[config.mk]
export PLATFORM = sky130hd
export DESIGN_NAME = run_stuff_tx
export DESIGN_NICKNAME = d
export VERILOG_FILES = /design/src/rtl/run_stuff_pkg.sv /design/src/rtl/run_stuff_tx.sv
export SDC_FILE = /design/constraint.sdc
export NUM_CORES = 1
export LEC_CHECK = 0
export ABC_AREA = 1
export ABC_CLOCK_PERIOD_IN_PS = 1410
export BUFFER_PORTS_ARGS = -buffer_cell sky130_fd_sc_hd__buf_2
export CELL_PAD_IN_SITES_DETAIL_PLACEMENT = 0
export CELL_PAD_IN_SITES_GLOBAL_PLACEMENT = 1
export CORE_UTILIZATION = 37
export DETAILED_ROUTE_END_ITERATION = 10
export PLACE_DENSITY = 0.74
export SLEW_MARGIN = 10
export SYNTH_ARGS = -nofsm -noshare
export SYNTH_HDL_FRONTEND = slang
export SYNTH_SLANG_ARGS = --single-unit
[constraint.sdc]
create_clock -name clk -period 1.41 [get_ports clk]
set_clock_uncertainty 0.1 [all_clocks]
set_input_delay 0.141 -clock clk [delete_from_list [all_inputs] [get_ports clk]]
set_output_delay 0.141 -clock clk [all_outputs]
set_load 0.02 [all_outputs]
[src/rtl/run_stuff_pkg.sv]
// Shared types and defaults for the run-length-framed serial line (TX and RX sides).
package run_stuff_pkg;

    typedef enum logic [2:0] {
        IDLE  = 3'd0,
        PRE   = 3'd1,
        DELIM = 3'd2,
        DATA  = 3'd3,
        STUFF = 3'd4
    } tx_state_t;

    localparam int unsigned DATA_W_DEF   = 8;
    localparam int unsigned PRE_ONES_DEF = 3;

endpackage

[src/rtl/run_stuff_tx.sv]
// Frame transmitter: preamble of ones, one zero delimiter, then a zero-stuffed LSB-first payload.
module run_stuff_tx
    import run_stuff_pkg::*;
#(
    parameter int unsigned DATA_W   = DATA_W_DEF,
    parameter int unsigned PRE_ONES = PRE_ONES_DEF
) (
    input  logic              clk,
    input  logic              rst_n,
    input  logic              bit_en,
    input  logic              in_valid,
    input  logic [DATA_W-1:0] in_data,
    output logic              in_ready,
    output logic              tx_bit,
    output logic              tx_active,
    output logic              frame_done
);

    localparam int unsigned CW = $clog2(PRE_ONES) + 1;
    localparam int unsigned IW = $clog2(DATA_W) + 1;

    tx_state_t         state_q, state_d;
    logic [DATA_W-1:0] shreg_q, shreg_d;
    logic [CW-1:0]     pre_cnt_q, pre_cnt_d;
    logic [CW-1:0]     run_q, run_d;
    logic [IW-1:0]     bit_idx_q, bit_idx_d;
    logic              frame_done_q, frame_done_d;
    logic [CW-1:0]     run_inc;

    always_ff @(posedge clk or negedge rst_n) begin
        if (!rst_n) begin
            state_q      <= IDLE;
            shreg_q      <= '0;
            pre_cnt_q    <= '0;
            run_q        <= '0;
            bit_idx_q    <= '0;
            frame_done_q <= 1'b0;
        end else begin
            state_q      <= state_d;
            shreg_q      <= shreg_d;
            pre_cnt_q    <= pre_cnt_d;
            run_q        <= run_d;
            bit_idx_q    <= bit_idx_d;
            frame_done_q <= frame_done_d;
        end
    end

    always_comb begin
        state_d      = state_q;
        shreg_d      = shreg_q;
        pre_cnt_d    = pre_cnt_q;
        run_d        = run_q;
        bit_idx_d    = bit_idx_q;
        frame_done_d = 1'b0;
        run_inc      = run_q + CW'(1);
        in_ready     = (state_q == IDLE) && bit_en;

        case (state_q)
            PRE:     tx_bit = 1'b1;
            DATA:    tx_bit = shreg_q[0];
            default: tx_bit = 1'b0;
        endcase

        if (bit_en) begin
            case (state_q)
                IDLE: begin
                    if (in_valid) begin
                        shreg_d   = in_data;
                        pre_cnt_d = '0;
                        state_d   = PRE;
                    end
                end
                PRE: begin
                    pre_cnt_d = pre_cnt_q + CW'(1);
                    if (pre_cnt_q == CW'(PRE_ONES - 1)) begin
                        state_d = DELIM;
                    end
                end
                DELIM: begin
                    bit_idx_d = '0;
                    run_d     = '0;
                    state_d   = DATA;
                end
                DATA: begin
                    shreg_d   = shreg_q >> 1;
                    bit_idx_d = bit_idx_q + IW'(1);
                    run_d     = shreg_q[0] ? run_inc : '0;
                    // A stuff zero follows even the last payload bit when the run hits threshold
                    if (shreg_q[0] && (run_inc == CW'(PRE_ONES - 1))) begin
                        state_d = STUFF;
                    end else if (bit_idx_q == IW'(DATA_W - 1)) begin
                        state_d      = IDLE;
                        frame_done_d = 1'b1;
                    end
                end
                STUFF: begin
                    run_d = '0;
                    if (bit_idx_q == IW'(DATA_W)) begin
                        state_d      = IDLE;
                        frame_done_d = 1'b1;
                    end else begin
                        state_d = DATA;
                    end
                end
                default: state_d = IDLE;
            endcase
        end
    end

    assign tx_active  = (state_q != IDLE);
    assign frame_done = frame_done_q;

endmodule

==> results.sh, run 1 <==
export IMPL_dp_hpwl_um=1993
export IMPL_drc_errors=0
export IMPL_clock_latency_ns=0.30
export IMPL_wire_per_inst_um=10.89
export IMPL_worst_slew_pin_slew_ns=0.4848
export IMPL_multi_input_area_um2=774.5
export IMPL_die_w_um=60.93
export IMPL_fmax_ghz=0.6302
export IMPL_htree_levels=1
export IMPL_gp_congestion=0.7708
export IMPL_grt_max_degree=23
export IMPL_num_rows=21
export IMPL_synth_adder_area_share=0.05842
export IMPL_cts_buffer_depth=2
export IMPL_maxCapViolCount=0
export IMPL_syn_num_nets=184
export IMPL_pre_cts_slack_ns=-0.02548
export IMPL_worstSetupEndpointType="output pin"
export IMPL_arrival_ns=1.35
export IMPL_leakagePower_nw=0.9231
export IMPL_combPwrFrac=0.582
export IMPL_cts_tree="built"
export IMPL_crit_start="state_q[2]"
export IMPL_finalNetCount=231
export IMPL_hold_path_class="in -> reg"
export IMPL_fillers=325
export IMPL_ant_nets=0
export IMPL_final_common_cell="nand2_1"
export IMPL_layout_drive_gt1_share=0.4434
export IMPL_p_sw_frac=0.4146
export IMPL_path_max_fanout=4
export IMPL_p_total_mw=3.254
export IMPL_antenna_cells=0
export IMPL_die_area_um2=3712
export IMPL_p_int_mw=1.905
export IMPL_place_area_um2=1510
export IMPL_clkSlewWorstSetupHoldPaths_ns=0.12
export IMPL_portBuffers=15
export IMPL_r2r_end="shreg_q[3]"
export IMPL_avgViaCountPerCell=4.655
export IMPL_syn_area_um2=1285
export IMPL_synth_xor_area_share=0
export IMPL_p_clk_frac=0.107
export IMPL_hold_ws_ns=0.05328
export IMPL_io_pins=16
export IMPL_clock_sinks=22
export IMPL_relSlewSlack=0.6768
export IMPL_r2r_start="state_q[2]"
export IMPL_grt_pass1_wl_um=4747
export IMPL_critPathKind="reg -> out"
export IMPL_finalSetupViolations=13
export IMPL_area_growth_pct=42.45
export IMPL_ir_drop_v=0.0007996
export IMPL_postSynthAreaPerCell_um2=7.741
export IMPL_cts_buffers=3
export IMPL_gr_total_overflow=0
export IMPL_violations="setup timing"
export IMPL_crit_required_ns=1.17
export IMPL_layout_setup_ws_ns=-0.1769
export IMPL_finalHoldViolCount=0
export IMPL_reg2reg_slack_ns=-0.09
export IMPL_p_seq_frac=0.311
export IMPL_power_density_nw_per_um2=1777
export IMPL_period_needed_ns=1.587
export IMPL_vias=1201
export IMPL_grt_usage=0.1712
export IMPL_fin_area_um2=1831
export IMPL_post_route_period_util=1.125
export IMPL_final_cell_mix="35 x nand2_1, 25 x buf_4, 20 x inv_1, 19 x dfrtp_1, 14 x nand3_1"
export IMPL_outcome="finished, violations left"
export IMPL_cts_root_buf="clkbuf_4"
export IMPL_drt_first_pass_iters=4
export IMPL_r2r_cells=9
export IMPL_synth_simple_area_share=0.3233
export IMPL_ys_types=20
export IMPL_antenna_found_initial=0
export IMPL_drt_wl_total_um=2810
export IMPL_critPathLaunchType="flip-flop"
export IMPL_start_util=0.3851
export IMPL_rsz0062_at_grt="true"
export IMPL_utilization=0.5486
export IMPL_synth_compound_area_share=0.1032
export IMPL_yosysWarnings=0
export IMPL_synth_top_family_by_area="simple AND/OR/NAND/NOR gates"
export IMPL_grt_pass1_vias=1113
export IMPL_crit_end="tx_bit"
export IMPL_synthMuxAreaShare=0
export IMPL_seqCellArea_um2=554.3
export IMPL_die_h_um=60.93
export IMPL_core_um2=3337
export IMPL_finalMaxSlewViolations=0
export IMPL_drt_initial_drc_count=36
export IMPL_syn_inst=166
export IMPL_ys_seq_elements=22
export IMPL_synth_seq_area_share=0.4284
export IMPL_p_sw_mw=1.349
[power by group through the flow]
stage / logic (mW) / registers, mW / clock network, mW
after floorplan: 0.875 / 0.986 / 0
after CTS: 1.57 / 1.01 / 0.363
after global placement: 1.27 / 1.02 / 0
final: 1.89 / 1.01 / 0.347
after detailed placement: 1.31 / 1.03 / 0
after global routing: 2.10 / 1.04 / 0.378
[synth_stat cells (all sizes together)]
cell type | n | area, um2
inv | 24 | 90.09
nor2 | 16 | 75.07
buf | 3 | 21.27
o21ai | 22 | 117.6
nand3 | 17 | 102.6
nand3b | 1 | 7.510
a21oi | 3 | 15.01
or2 | 1 | 6.260
ha | 6 | 75.07
dfrtp | 22 | 550.5
nand4 | 1 | 6.260
nand2 | 50 | 217.7
[stage by stage]
stage / setup TNS, ns / cells
after floorplan: -0.6195 / 166
after global placement: 0 / 239
after detailed placement: -0.03618 / 239
after CTS: -1.104 / 252
after global routing: -2.732 / 258
final: -1.147 / 258
[cell families (layout without fill, tap and decap cells)]
group | after synthesis | count (layout)
AND/OR/NAND/NOR | 86 | 87
buffers and inverters | 27 | 72
AO/OA/AOI/OAI | 25 | 25
flip-flops | 22 | 22
adder cells (fa/ha/maj) | 6 | 6
[timing repair]
action,in CTS,in global routing
gates resized for setup,14,36
pin swaps,4,7
cloned,1,0
buffers inserted,6,6
hold buffers,2,0
hold endpoints to repair,23,0
endpoints found under the setup margin,15,21
[worst min-delay path by stage]
stage / start / endpoint / slack, ns / depth (start not counted)
2_1_floorplan: rst_n / bit_idx_q[0] / -0.25 / 0
3_3_place_gp: rst_n / run_q[2] / 0.04 / 1
3_5_place_dp: rst_n / run_q[2] / 0.04 / 1
4_1_cts: in_data[6] / shreg_q[6] / 0.03 / 5
5_1_grt: in_data[6] / shreg_q[6] / 0.07 / 5
6_report: in_data[6] / shreg_q[6] / 0.05 / 5
[layout make-up]
| type | instances | share of cell area |
|---|---|---|
| multi-input combinational | 118 | 0.4231 |
| sequential | 22 | 0.3028 |
| timing repair buffer | 44 | 0.1736 |
| inverter | 24 | 0.04921 |
| tap | 46 | 0.03144 |
| clock buffer | 4 | 0.01982 |
[flip-flops by register name, indices dropped and copies added (netlist names)]
name	flops
run_q	3
bit_idx_q	4
pre_cnt_q	3
frame_done	1
state_q	3
shreg_q	8
[critical path, stage by stage, from the launching register on]
cell and delay (ns):
dfrtp_2 0.47, nor2_4 0.16, nand2_2 0.07, buf_4 0.14, o21ai_2 0.07, buf_6 0.14
[layer usage]
metal  track usage  routed length (um)  vias up
li1              -                   -      619
met1        0.2187                1248      564
met2        0.2936                1463       16
met5             0                   0        -
met4       0.06818                  20        0
met3       0.02132                  78        2
Note: power is estimated with default switching activity, not from simulation.
==> run 2, diff against run 1 <==
CELL_PAD_IN_SITES_GLOBAL_PLACEMENT = 2   (was 1)
CORE_UTILIZATION = 30   (was 37)
PLACE_DENSITY = 0.76   (was 0.74)
RECOVER_POWER = 25   (was not set)
==> run 2 against run 1 <==
Compared with the run above: the flow still finishes with violations (setup timing); routed wire length up 6.9%; utilization decreased by 11 points; global-route usage decreased by 1.9 points; first-iteration DRC count fell by 58%; combinational power is 9.5% lower; critical path type unchanged; maximum frequency increased by 5.1%; sequential share of layout area rose by 0.61 points; die area up 23%.
==> results.sh, run 2 (synthesis results as in run 1) <==
export IMPL_rsz0062_at_grt="true"
export IMPL_fmax_ghz=0.6625
export IMPL_maxCapViolCount=0
export IMPL_grt_max_degree=23
export IMPL_critPathKind="reg -> out"
export IMPL_die_h_um=67.45
export IMPL_regMostFlops="shreg_q"
export IMPL_die_w_um=67.45
export IMPL_seqCellArea_um2=554.3
export IMPL_violations="setup timing"
export IMPL_p_seq_frac=0.325
export IMPL_grt_usage=0.1523
export IMPL_antenna_found_initial=0
export IMPL_start_util=0.3167
export IMPL_drt_first_pass_iters=4
export IMPL_crit_path_top_delay_cell="dfrtp_2"
export IMPL_die_area_um2=4549
export IMPL_crit_family="flip-flops"
export IMPL_clock_latency_ns=0.27
export IMPL_core_um2=4058
export IMPL_wl_met3_um=80
export IMPL_clock_sinks=22
export IMPL_met1_length_um=1335
export IMPL_hold_path_class="in -> reg"
export IMPL_drc_errors=0
export IMPL_met2_length_um=1529
export IMPL_layout_setup_ws_ns=-0.09943
export IMPL_drt_initial_drc_count=15
export IMPL_leakagePower_nw=0.9050
export IMPL_layout_drive_gt1_share=0.4106
export IMPL_io_pins=16
export IMPL_cts_buffers=3
export IMPL_reg_largest_list="shreg_q: 8 flops, bit_idx_q: 4 flops"
export IMPL_cts_root_buf="clkbuf_8"
export IMPL_arrival_ns=1.27
export IMPL_finalNetCount=226
export IMPL_critPathBufInv=2
export IMPL_final_common_cell="nand2_1"
export IMPL_placed_cells=244
export IMPL_grt_pass1_vias=1147
export IMPL_finalSetupViolations=13
export IMPL_dp_hpwl_um=2126
export IMPL_finalMaxSlewViolations=0
export IMPL_avgViaCountPerCell=4.634
export IMPL_worstSetupEndpointType="output pin"
export IMPL_grt_pass1_wl_um=5009
export IMPL_critPathLaunchType="flip-flop"
export IMPL_p_sw_frac=0.4139
export IMPL_clkSlewWorstSetupHoldPaths_ns=0.08
export IMPL_vias=1191
export IMPL_combPwrFrac=0.543
export IMPL_multi_input_area_um2=754.5
export IMPL_largest_register_ffs=8
export IMPL_cpPeakStageDelay_ns=0.45
export IMPL_p_int_mw=1.852
export IMPL_wire_per_inst_um=11.69
export IMPL_worst_slew_pin_slew_ns=0.5968
export IMPL_num_rows=23
export IMPL_area_growth_pct=39.63
export IMPL_ant_nets=0
export IMPL_cts_tree="built"
export IMPL_portBuffers=15
export IMPL_hold_ws_ns=0.09923
export IMPL_top_layer_used="met4"
export IMPL_post_route_period_util=1.071
export IMPL_utilization=0.4422
export IMPL_power_density_nw_per_um2=1761
export IMPL_drt_wl_total_um=3004
export IMPL_gr_total_overflow=0
export IMPL_cts_buffer_depth=2
export IMPL_antenna_cells=0
export IMPL_final_cell_mix="35 x nand2_1, 20 x inv_1, 19 x dfrtp_1, 18 x buf_4, 12 x buf_2"
export IMPL_p_sw_mw=1.308
export IMPL_period_needed_ns=1.509
export IMPL_outcome="finished, violations left"
export IMPL_ir_drop_v=0.0005549
export IMPL_p_clk_frac=0.132
export IMPL_gp_congestion=0.7617
export IMPL_path_max_fanout=4
export IMPL_htree_levels=1
export IMPL_worstPathCellList="nor2_4, buf_6, nand2_4, nor2_4, buf_6"
export IMPL_crit_required_ns=1.17
export IMPL_finalSetupTns_ns=-0.4779
export IMPL_final_cells=257
export IMPL_finalHoldViolCount=0
export IMPL_relSlewSlack=0.6021
export IMPL_fillers=416
run 2: cell types whose count changed in the layout (fill, tap and decap cells not counted), sizes merged:
cell    delta
buf        -6
clkbuf     +1
run 2: power by group through the flow:
stage / clock (mW) / sequential [mW] / combinational [mW]
final: 0.418 / 1.03 / 1.71
after CTS: 0.442 / 1.02 / 1.50
after floorplan: 0 / 0.986 / 0.875
after global routing: 0.473 / 1.06 / 1.92
after detailed placement: 0 / 1.03 / 1.32
after global placement: 0 / 1.03 / 1.29
run 2: timing repair:
item | in CTS | in global routing
gates cloned | 1 | 0
setup endpoints to repair | 9 | 21
gates resized for setup | 10 | 39
hold endpoints to repair | 23 | 0
pin swaps | 2 | 5
hold buffers | 2 | 0
setup buffers | 3 | 3
run 2: layer usage:
layer	vias up	GRT usage
met5	-	0
met4	0	0.07181
met3	5	0.02534
met2	18	0.2650
met1	560	0.1807
li1	608	-
run 2: layout make-up:
type	instances	area share
multi-input combinational	118	0.4205
sequential	22	0.3089
timing repair buffer	39	0.1604
inverter	24	0.05021
tap	50	0.03487
clock buffer	4	0.02510
run 2: stage by stage:
| step | instance area, um2 | power (mW) | setup WS, ns |
|---|---|---|---|
| global placement | 1523 | 2.322 | 0.01034 |
| floorplan | 1286 | 1.860 | -0.08321 |
| global route | 1794 | 3.446 | -0.1501 |
| finish | 1794 | 3.160 | -0.09943 |
| CTS | 1662 | 2.956 | -0.1108 |
| detailed placement | 1523 | 2.351 | 0.004085 |
run 2: worst register-to-register path: stages (launching register included):
cell and delay, ns:
dfrtp_2 0.45, nor2_4 0.14, buf_6 0.12, buf_4 0.11, nand3_1 0.06, nand2_1 0.07, nor2_2 0.05, buf_6 0.12
nand3_1 0.08, nand2_1 0.06
run 2: final timing paths:
path	from	end	slack, ns	depth (start not counted)
max reg2reg	state_q[1]	state_q[0]	-0.06	9
min reg2reg	shreg_q[7]	shreg_q[7]	0.42	2
min in group asynchronous	rst_n	bit_idx_q[3]	0.30	2
max	state_q[1]	in_ready	-0.1	5
max in group asynchronous	rst_n	state_q[1]	0.49	2
min	in_data[6]	shreg_q[6]	0.1	5
